$ cat config.mk
export PLATFORM = sky130hd
export DESIGN_NAME = fifo_reader
export DESIGN_NICKNAME = d
export VERILOG_FILES = /design/src/rtl/fifo_reader.sv
export SDC_FILE = /design/constraint.sdc
export NUM_CORES = 1
export LEC_CHECK = 0
export BUFFER_PORTS_ARGS = -buffer_cell sky130_fd_sc_hd__buf_4
export CAP_MARGIN = 20
export CORE_UTILIZATION = 40
export DETAILED_ROUTE_END_ITERATION = 8
export PLACE_DENSITY = 0.73
export SETUP_SLACK_MARGIN = 0.1
export SLEW_MARGIN = 20
export SYNTH_ARGS = -nofsm -noshare
export SYNTH_HDL_FRONTEND = slang
export SYNTH_SLANG_ARGS = --single-unit
$ cat constraint.sdc
create_clock -name clk -period 1.2 [get_ports clk]
set_input_delay 0.24 -clock clk [delete_from_list [all_inputs] [get_ports clk]]
set_output_delay 0.24 -clock clk [all_outputs]
set_load 0.01 [all_outputs]
$ cat src/rtl/fifo_reader.sv
// fifo_reader: consumer side of a fifo; pops words and presents them downstream.
// Optional macro FIFO_READER_WORD_COUNT_EN enables the delivered-word counter.
module fifo_reader #(
    parameter int DATA_BITS = 10,
    parameter int CNT_BITS  = 8
) (
    input  logic                 clk,
    input  logic                 reset,
    input  logic                 enable,
    input  logic                 fifo_empty_in,
    input  logic                 fifo_error_in,
    input  logic [DATA_BITS-1:0] fifo_data_in,
    input  logic                 pause_in,
    output logic                 fifo_read,
    output logic [DATA_BITS-1:0] data_out,
    output logic                 valid_out,
    output logic                 error_out,
    output logic [CNT_BITS-1:0]  word_count
);

    typedef enum logic [1:0] {
        IDLE,
        ACTIVE,
        HOLD,
        ERR
    } state_t;

    state_t state;
    state_t state_nxt;
    logic   rd_d1;

    // State register; ERR is only left through reset.
    always_ff @(posedge clk or negedge reset) begin
        if (!reset) begin
            state <= IDLE;
        end else begin
            state <= state_nxt;
        end
    end

    // Next state and pop strobe; error beats enable, enable beats pause.
    always_comb begin
        state_nxt = state;
        fifo_read = 1'b0;
        if (fifo_error_in) begin
            state_nxt = ERR;
        end else begin
            unique case (state)
                IDLE:   if (enable) state_nxt = ACTIVE;
                ACTIVE: begin
                    if (!enable)       state_nxt = IDLE;
                    else if (pause_in) state_nxt = HOLD;
                end
                HOLD: begin
                    if (!enable)        state_nxt = IDLE;
                    else if (!pause_in) state_nxt = ACTIVE;
                end
                ERR:    state_nxt = ERR;
                default: state_nxt = IDLE;
            endcase
        end
        fifo_read = (state == ACTIVE) & enable & ~pause_in
                  & ~fifo_empty_in & ~fifo_error_in;
    end

    // Capture the popped word one cycle after the pop; error flag is sticky.
    always_ff @(posedge clk or negedge reset) begin
        if (!reset) begin
            rd_d1     <= 1'b0;
            data_out  <= '0;
            valid_out <= 1'b0;
            error_out <= 1'b0;
        end else begin
            rd_d1     <= fifo_read;
            valid_out <= rd_d1;
            error_out <= error_out | fifo_error_in;
            if (rd_d1) begin
                data_out <= fifo_data_in;
            end
        end
    end

`ifdef FIFO_READER_WORD_COUNT_EN
    logic [CNT_BITS-1:0] cnt;

    // Count delivered words, wrapping at 2^CNT_BITS.
    always_ff @(posedge clk or negedge reset) begin
        if (!reset) begin
            cnt <= '0;
        end else if (valid_out) begin
            cnt <= cnt + CNT_BITS'(1);
        end
    end

    assign word_count = cnt;
`else
    assign word_count = '0;
`endif

endmodule
==> results of run 1 <==
==> power breakdown <==
group          internal (mW)  leakage, nW  switching, mW
sequential             0.517        0.193        0.00606
clock                  0.129       0.0150          0.151
combinational         0.0585        0.253         0.0436
total                  0.704        0.460          0.200
==> what timing repair did <==
item                                    4_1_cts  5_1_grt
cloned                                        0        0
endpoints found under the hold margin        15        0
hold buffers                                  1        0
buffers inserted                              0        0
resized for setup                             0        2
endpoints found under the setup margin        1        3
==> logic make-up after synthesis <==
logic type | synth area share, %
DFF | 60.61
muxes | 18.18
buffers and inverters | 11.52
AOI/OAI and AO/OA | 5.454
and+or+nand+nor | 3.636
other | 0.6055
==> path summary, 6_finish.rpt <==
check | startpoint | to | slack, ns | cells after the start
setup / recovery | state[1] | fifo_read | -0.17 | 3
min in group asynchronous | reset | data_out[1] | 0.34 | 2
max in group asynchronous | reset | data_out[2] | 0.69 | 2
hold reg to reg | error_out | error_out | 0.47 | 1
setup reg to reg | rd_d1 | data_out[6] | 0.22 | 2
hold / removal | fifo_empty_in | rd_d1 | 0.11 | 2
==> flip-flops by register name, summed over array words and instances, names as in the netlist <==
| signal | flops |
|---|---|
| data_out | 10 |
| error_out | 1 |
| rd_d1 | 1 |
| state | 2 |
| valid_out | 1 |
==> synth_stat cells, drive strengths merged <==
cell type,n
buf,9
mux2,10
nor3,1
a21oi,1
a221o,1
o21bai,1
conb,1
or2,1
a31oi,1
dfrtp,15
nand4bb,1
o21ai,1
==> layer usage <==
metal	track usage, %	part of all wire (%)	routed length, µm
met1	18.92	41	412
met2	19.92	52	525
met3	3.191	7.4	75
met4	9.677	0.39	4
met5	0	0	0
==> per-stage QoR <==
step	total power [mW]	util, %	hold slack, ns	cells	setup TNS [ns]
6_report	0.9043	63.46	0.1099	91	-0.1744
5_1_grt	0.9612	63.46	0.09490	91	-0.2808
4_1_cts	0.9230	62.91	0.1011	91	-0.2112
3_5_place_dp	0.6323	60.26	0.1042	86	0
3_3_place_gp	0.6300	60.26	0.1034	86	0
2_1_floorplan	0.5811	-	-0.05559	50	0
==> critical path: stages, from the launching register on <==
cell	delay, ns
dfrtp_1	0.38
nand4bb_1	0.19
nor3_2	0.14
buf_4	0.15
==> area by class of cell <==
type	instances	area (µm²)
clock buffer	4	26.28
fill	120	499.2
multi-input combinational	26	203.9
sequential	15	375.4
tap	15	18.77
timing repair buffer	31	242.7
==> metrics.md, run 1 <==
| Metric | Value |
|---|---|
| Worst-Skew Late Latency | `0.28 ns` |
| Count of different cell masters after synthesis | `13` |
| Most frequent cells in the layout | `buf_4, dfrtp_1, mux2_2, conb_1, clkbuf_4` |
| Core area | `0.001366 mm²` |
| Total gr overflow | `0` |
| Diodes inserted | `0` |
| Initial DRT Pass Iterations | `4` |
| Maximum VDD drop | `0.6013 mV` |
| Seq cells post-synth | `15` |
| Pre-CTS WS | `0.09995 ns` |
| DP Area | `823.3 µm²` |
| Max-Cap Viols | `0` |
| Root buf cell | `clkbuf_4` |
| Final Hold Fails | `0` |
| Area growth, synth to finish | `40.00%` |
| Vias in the first global route | `371` |
| Outcome | `complete, but fails checks` |
| Starting Density | `45.33%` |
| Failing checks | `setup timing` |
| Synth Instances | `43` |
| CP Max Fanout | `2` |
| Clock-pin slew on the worst setup and hold paths | `0.09 ns` |
| Final Net Count | `93` |
| Layout cells sized above 1 | `59.21%` |
| WS Path Type | `register to primary output` |
| Tmin final | `1.374 ns` |
| Final setup viols | `1` |
| H-tree levels | `1` |
| Clock buffer count from CTS | `3` |
| Die area | `0.001710 mm²` |
| Post-DP HPWL | `763.7 µm` |
| Most common cell after layout, fill and taps aside | `buf_4` |
| Drc violations | `0` |
| Routed length per placed instance | `11.16 µm` |
| Static Leakage | `0.4601 nW` |
| Final max-slew violation count | `0` |
| Io pins | `37` |
| I/O Buffers | `28` |
| CTS tree | `yes` |
| Top cell type's share of synthesized area | `60.61%` |
| Synthesized cell area | `619.3 µm²` |
| PwrDens | `1043 mW/mm²` |
| Finished Cell Area | `867.1 µm²` |
| Dominant cell type by area after synthesis | `dfrtp_1` |
| Die Width | `41.35 µm` |
| CP required | `0.96 ns` |
| GRT Total Usage | `14.08%` |
| Largest net degree at the start of global routing | `16` |
| Number of clock sinks | `15` |
| Final WS setup | `-0.1744 ns` |
| Sequential cell area fraction in the yosys report | `60.61%` |
| Vias per Instance | `4.626` |
| DRT Wirelength | `1016 µm` |
| Worst min path class | `input port to register` |
| Startpoint types | `register` |
| RSZ-0062 raised after global routing | `yes` |
| Final period util | `114.5%` |
| Critical Path End Type | `primary output` |
| Rows | `13` |
| Average size of a mapped cell | `14.40 µm²` |
| DR iter-0 viols | `2` |
| Clock Path Buffers | `2` |
| Chip height | `41.35 µm` |
| Fmax | `0.7276 GHz` |
| WP data arrival | `1.13 ns` |
| DRT antenna net count | `0` |
| First-pass GRT wire length | `1490 µm` |
| Routability congestion estimate | `0.7008` |
| Synth area leaders | `dfrtp_1, mux2_2, buf_4, buf_6, nand4bb_1` |
| Yosys warning count | `0` |
| Initial antenna violation count | `0` |
| Routed via count | `421` |
| Skew final | `0.005157 ns` |
(Power assumes the default switching activity.)
==> run 2, diff against run 1 <==
CORE_ASPECT_RATIO = 0.8   (was default)
CORE_UTILIZATION = 36   (was 40)
PLACE_DENSITY = 0.69   (was 0.73)
clock period = 1.1 ns   (was 1.2 ns; I/O delays follow)
==> metrics.md, run 2 (synthesis results as in run 1) <==
| Metric | Value |
|---|---|
| First-pass GRT wire length | `1856 µm (+25%)` |
| Slowest stage cell, crit path | `dfrtp_1` |
| Most common cell after layout, fill and taps aside | `buf_4` |
| Sw frac | `22.66% (+0.53 points)` |
| RSZ-0062 raised after global routing | `yes` |
| Final WS setup | `-0.2646 ns (-0.09018 ns)` |
| Worst-Skew Late Latency | `0.28 ns (about the same)` |
| Clock Path Buffers | `2 (unchanged)` |
| Max-Cap Viols | `0 (unchanged)` |
| Max FFs per register | `10 (unchanged)` |
| Non-Filler Instances | `99 (+8.8%)` |
| Seq pwr share | `57.0% (-0.8 points)` |
| CP Max Fanout | `2 (unchanged)` |
| Static Leakage | `0.4766 nW (+3.6%)` |
| Biggest regs | `data_out (10), state (2)` |
| CTS tree | `yes` |
| Largest net degree at the start of global routing | `16 (unchanged)` |
| Chip height | `39.10 µm (-5.4%)` |
| Post-layout util | `57.96% (-5.5 points)` |
| Drc violations | `0 (unchanged)` |
| GRT Total Usage | `14.45% (+0.37 points)` |
| Area growth, synth to finish | `50.71%` |
| Fmax | `0.7328 GHz` |
| Post-DP HPWL | `853.4 µm (+12%)` |
| CP required | `0.88 ns (-0.08 ns)` |
| Routability congestion estimate | `0.6931 (-1.1%)` |
| Root buf cell | `clkbuf_4` |
| WS Path Type | `register to primary output` |
| Max stage delay on crit path | `0.38 ns (about the same)` |
| Starting Density | `38.46% (-6.9 points)` |
| Worst Path Buf+Inv | `1 (unchanged)` |
| Vias in the first global route | `403 (+8.6%)` |
| Clock power share | `30.8% (about the same)` |
| Final Hold Fails | `0 (unchanged)` |
| Routed length per placed instance | `12.06 µm (+8.0%)` |
| Io pins | `37 (unchanged)` |
| Final max-slew violation count | `0 (unchanged)` |
| Worst min path class | `input port to register` |
| Final period util | `124.1%` |
| Pre-CTS WS | `0.02800 ns (-0.07194 ns)` |
| Routed via count | `424 (+0.71%)` |
| Biggest register | `data_out` |
| Initial antenna violation count | `0 (unchanged)` |
| Skew final | `0.003089 ns (-0.002068 ns)` |
| Net switching power | `0.2275 mW (+14%)` |
| Final setup viols | `1 (unchanged)` |
| Diodes inserted | `0 (unchanged)` |
| TNS Setup | `-0.2646 ns (-0.09018 ns)` |
| Clock buffer count from CTS | `3 (unchanged)` |
| H-tree levels | `1 (unchanged)` |
| Core area | `0.001610 mm² (+18%)` |
| Total gr overflow | `0 (unchanged)` |
| Outcome | `complete, but fails checks` |
| DRT Wirelength | `1194 µm (+18%)` |
| Failing checks | `setup timing` |
| CP Cell Sequence | `nand4bb_1, nor3_2, buf_4` |
| Final Net Count | `94 (+1.1%)` |
| Post-Place Cells | `93 (+8.1%)` |
| Critical Path End Type | `primary output` |
| DRT antenna net count | `0 (unchanged)` |
| Startpoint types | `register` |
| Initial DRT Pass Iterations | `2 (-2)` |
| Comb power frac | `12.1% (+0.8 points)` |
| Clock-pin slew on the worst setup and hold paths | `0.09 ns (about the same)` |
| Maximum VDD drop | `0.5209 mV (-13%)` |
| PwrDens | `1076 mW/mm² (+3.1%)` |
| Rows | `13 (unchanged)` |
| WP data arrival | `1.14 ns (about the same)` |
| Critical path's top delay family | `flip-flops` |
| DR iter-0 viols | `4 (+2)` |
| Most frequent cells in the layout | `buf_4, dfrtp_1, buf_6, mux2_2, conb_1` |
| Die Width | `48.38 µm (+17%)` |
| Internal | `0.7764 mW (+10%)` |
| Layout cells sized above 1 | `59.74% (+0.53 points)` |
| Number of clock sinks | `15 (unchanged)` |
| Tmin final | `1.365 ns` |
| I/O Buffers | `28 (unchanged)` |
| Die area | `0.001891 mm² (+11%)` |
| Vias per Instance | `4.283 (-7.4%)` |
run 2: metrics by stage:
| stage | hold slack (ns) | total power, mW | area, µm² |
|---|---|---|---|
| floorplan | -0.07559 | 0.6339 | 650.6 |
| global placement | 0.08321 | 0.6879 | 844.6 |
| detailed placement | 0.08417 | 0.6914 | 844.6 |
| CTS | 0.07731 | 1.023 | 925.9 |
| global route | 0.08497 | 1.054 | 933.4 |
| finish | 0.09128 | 1.004 | 933.4 |
run 2: power groups by stage:
stage | Clock (mW) | Sequential (mW) | Combinational (mW)
6_report | 0.310 | 0.573 | 0.122
5_1_grt | 0.346 | 0.575 | 0.134
4_1_cts | 0.329 | 0.573 | 0.121
3_5_place_dp | 0 | 0.581 | 0.110
3_3_place_gp | 0 | 0.580 | 0.107
2_1_floorplan | 0 | 0.587 | 0.0465
run 2: cell type report:
class                   instances  area [µm²]
repair buffers                 32       300.3
clock buffers                   4       26.28
flip-flops and latches         15       375.4
well taps                      22       27.53
fillers                       136       676.9
multi-input cells              26       203.9
run 2: timing repair:
action	in CTS	in global routing
buffers inserted	0	1
resized for setup	12	0
setup endpoints to repair	13	14
pin swaps	0	1
hold buffers	1	0
hold endpoints to repair	15	0
run 2: worst register-to-register path, stage by stage, from the launching register on:
cell and delay (ns):
dfrtp_1 0.38, buf_4 0.14, a221o_1 0.34
run 2: metal layers:
layer | global-route usage, % | vias up | share of wire (%)
li1 | - | 203 | -
met2 | 25.00 | 21 | 54
met3 | 5.882 | 2 | 6.2
met1 | 16.11 | 198 | 39
met4 | 6.618 | 0 | 1.3
met5 | 0 | - | 0
run 2: worst paths after layout:
check,from,endpoint,slack (ns),cells after the start
worst max-delay path,state[1],fifo_read,-0.26,3
worst min register to register,error_out,error_out,0.49,1
worst min-delay path,fifo_empty_in,rd_d1,0.09,2
max in group asynchronous,reset,rd_d1,0.61,2
worst max register to register,state[1],state[0],0.12,2
min in group asynchronous,reset,data_out[7],0.32,2
==> run 3, diff against run 2 <==
ABC_AREA = 1   (was default)
ABC_CLOCK_PERIOD_IN_PS = 1100   (was default)
CORE_MARGIN = 4   (was default)
CORE_UTILIZATION = 38   (was 36)
PLACE_DENSITY = 0.71   (was 0.69)
==> metrics.md, run 3 <==
| Metric | Value |
|---|---|
| Worst-Skew Late Latency | `0.28 ns (about the same)` |
| Dominant cell type by area after synthesis | `dfrtp_1` |
| Internal | `1.356 mW (+75%)` |
| WHS | `0.08870 ns (-0.002580 ns)` |
| Core area | `0.001643 mm² (+2.0%)` |
| Seq cells post-synth | `15 (unchanged)` |
| Rows | `13 (unchanged)` |
| Static Leakage | `0.5621 nW (+18%)` |
| Ys flop type | `dfrtp_1` |
| TNS Setup | `-0.3452 ns (-0.08065 ns)` |
| DRT Wirelength | `1536 µm (+29%)` |
| Seq pwr share | `42.1% (-15 points)` |
| CP Max Fanout | `2 (unchanged)` |
| DRT antenna net count | `0 (unchanged)` |
| Total gr overflow | `0 (unchanged)` |
| Clock Path Buffers | `2 (unchanged)` |
| Critical path's top delay family | `flip-flops` |
| Post-DP HPWL | `975.2 µm (+14%)` |
| Worst Path Buf+Inv | `2 (+1)` |
| Post-synth ARST share | `100.0% (unchanged)` |
| Vias per Instance | `4.283 (about the same)` |
| Max-Cap Viols | `0 (unchanged)` |
| Max FFs per register | `10 (unchanged)` |
| RSZ-0062 raised after global routing | `yes` |
| Power, Total | `1.879 mW (+87%)` |
| Worst min path class | `input port to register` |
| Critical Path End Type | `primary output` |
| Final period util | `119.6% (-4.4 points)` |
| Final WS setup | `-0.2160 ns (+0.04858 ns)` |
| Startpoint types | `register` |
| Biggest regs | `data_out (10), state (2)` |
| Chip height | `45.44 µm (+16%)` |
| Routed length per placed instance | `12.80 µm (+6.1%)` |
| PwrDens | `1718 mW/mm² (+60%)` |
| Max stage delay on crit path | `0.39 ns (about the same)` |
| GRT Total Usage | `12.54% (-1.9 points)` |
| WS Path Type | `register to primary output` |
| Clock buffer count from CTS | `3 (unchanged)` |
| Root buf cell | `clkbuf_4` |
| Clock power share | `16.2% (-15 points)` |
| Slowest stage cell, crit path | `dfrtp_1` |
| Fmax | `0.7599 GHz (+3.7%)` |
| Most frequent cells in the layout | `buf_4, dfrtp_1, buf_6, mux2_4, conb_1` |
| Skew final | `0.001309 ns (-0.001779 ns)` |
| Routability congestion estimate | `0.7061 (+1.9%)` |
| CP Cell Sequence | `inv_1, nand3_1, nor3_2, buf_4` |
| Die Width | `54.80 µm (+13%)` |
| Number of clock sinks | `15 (unchanged)` |
| Largest net degree at the start of global routing | `16 (unchanged)` |
| Outcome | `complete, but fails checks` |
| Maximum VDD drop | `1.279 mV (+150%)` |
| Final Hold Fails | `0 (unchanged)` |
| Most common cell after layout, fill and taps aside | `buf_4` |
| Clock-pin slew on the worst setup and hold paths | `0.08 ns (about the same)` |
| Synth Instances | `59 (+37%)` |
| Synthesized cell area | `665.6 µm² (+7.5%)` |
| Most common cell in the netlist | `dfrtp_1` |
| CP required | `0.88 ns (about the same)` |
| Yosys warning count | `0 (unchanged)` |
| First-pass GRT wire length | `2145 µm (+16%)` |
| Io pins | `37 (unchanged)` |
| WP data arrival | `1.10 ns (-0.04 ns)` |
| Die area | `0.002490 mm² (+32%)` |
| Biggest register | `data_out` |
| Number of synthesized flops with an enable pin | `0 (unchanged)` |
| Final setup viols | `3 (+2)` |
| Failing checks | `setup timing` |
| CTS tree | `yes` |
| H-tree levels | `1 (unchanged)` |
| Final max-slew violation count | `0 (unchanged)` |
| Top cell type's share of synthesized area | `56.39% (-4.2 points)` |
| Final Net Count | `115 (+22%)` |
| Area growth, synth to finish | `64.29%` |
| Sw frac | `27.82% (+5.2 points)` |
| Tmin final | `1.316 ns (-0.04858 ns)` |
| Comb power frac | `41.7% (+30 points)` |
| Count of different cell masters after synthesis | `14 (+1)` |
| Routed via count | `514 (+21%)` |
| DR iter-0 viols | `2 (-2)` |
| Drc violations | `0 (unchanged)` |
| Sequential cell area fraction in the yosys report | `56.39% (-4.2 points)` |
| Net switching power | `0.5228 mW (+130%)` |
| Layout cells sized above 1 | `56.12% (-3.6 points)` |
| Initial antenna violation count | `0 (unchanged)` |
| Initial DRT Pass Iterations | `4 (+2)` |
| Starting Density | `40.52% (+2.1 points)` |
| Commonest cells in the netlist | `dfrtp_1, mux2_2, buf_4` |
| Average size of a mapped cell | `11.28 µm² (-22%)` |
| Synth area leaders | `dfrtp_1, mux2_2, buf_4, nand2_1, nand3_1` |
| Pre-CTS WS | `0.03644 ns (+0.008431 ns)` |
| I/O Buffers | `28 (unchanged)` |
| Vias in the first global route | `540 (+34%)` |
| Diodes inserted | `0 (unchanged)` |
## run 3: changes by cell type after synthesis, sizes merged, moves of 3 or more
cell   change
nor2       +3
nand3      +5
nand2      +7
inv        +4
## run 3: layer usage
layer,vias to the layer above,wire length (µm),share of wire (%),track usage (%)
met3,0,143,9.3,6.230
li1,253,-,-,-
met1,235,638,42,13.15
met5,-,0,0,0
met2,26,754,49,22.88
met4,0,0,0,1.493
## run 3: what timing repair did
action | in CTS | in global routing
buffers inserted | 6 | 0
pin swaps | 4 | 1
gates resized for setup | 16 | 11
hold buffers | 1 | 0
cloned | 0 | 1
setup endpoints to repair | 15 | 19
hold endpoints to repair | 15 | 0
## run 3: final timing paths
check / startpoint / endpoint / slack (ns) / depth (start not counted)
min in group asynchronous: reset / state[1] / 0.33 / 2
max: state[1] / fifo_read / -0.22 / 4
max reg2reg: state[0] / state[1] / -0.07 / 8
min: fifo_empty_in / rd_d1 / 0.09 / 2
min reg2reg: error_out / error_out / 0.50 / 1
max in group asynchronous: reset / rd_d1 / 0.59 / 2
## run 3: kinds of logic (layout without fill, tap and decap cells)
logic type	Yosys count	count (layout)	share of synthesized area (%)
AO/OA/AOI/OAI	2	2	1.504
buffers and inverters	13	45	12.03
flip-flops	15	15	56.39
multiplexers	10	10	16.92
other	1	8	0.5634
AND/OR/NAND/NOR	18	18	12.60
## run 3: cell type report
| type | count | area [µm²] |
|---|---|---|
| Clock buffer | 4 | 26.28 |
| Fill cell | 136 | 549.3 |
| Inverter | 4 | 15.01 |
| Multi-Input combinational cell | 38 | 289.0 |
| Sequential cell | 15 | 376.6 |
| Tap cell | 22 | 27.53 |
| Timing Repair Buffer | 37 | 359.1 |
## run 3: power groups by stage
| stage | sequential, mW | clock, mW | combinational (mW) |
|---|---|---|---|
| 2_1_floorplan | 0.836 | 0 | 0.198 |
| 3_3_place_gp | 0.775 | 0 | 0.508 |
| 3_5_place_dp | 0.789 | 0 | 0.513 |
| 4_1_cts | 0.787 | 0.318 | 0.712 |
| 5_1_grt | 0.809 | 0.353 | 0.846 |
| 6_report | 0.790 | 0.305 | 0.784 |
## run 3: stage by stage
stage	cells	utilization (%)	area, µm²
after floorplan	66	-	696.9
after global placement	108	54.15	889.6
after detailed placement	108	54.15	889.6
after CTS	119	62.68	1030
after global routing	120	66.57	1094
final	120	66.57	1094
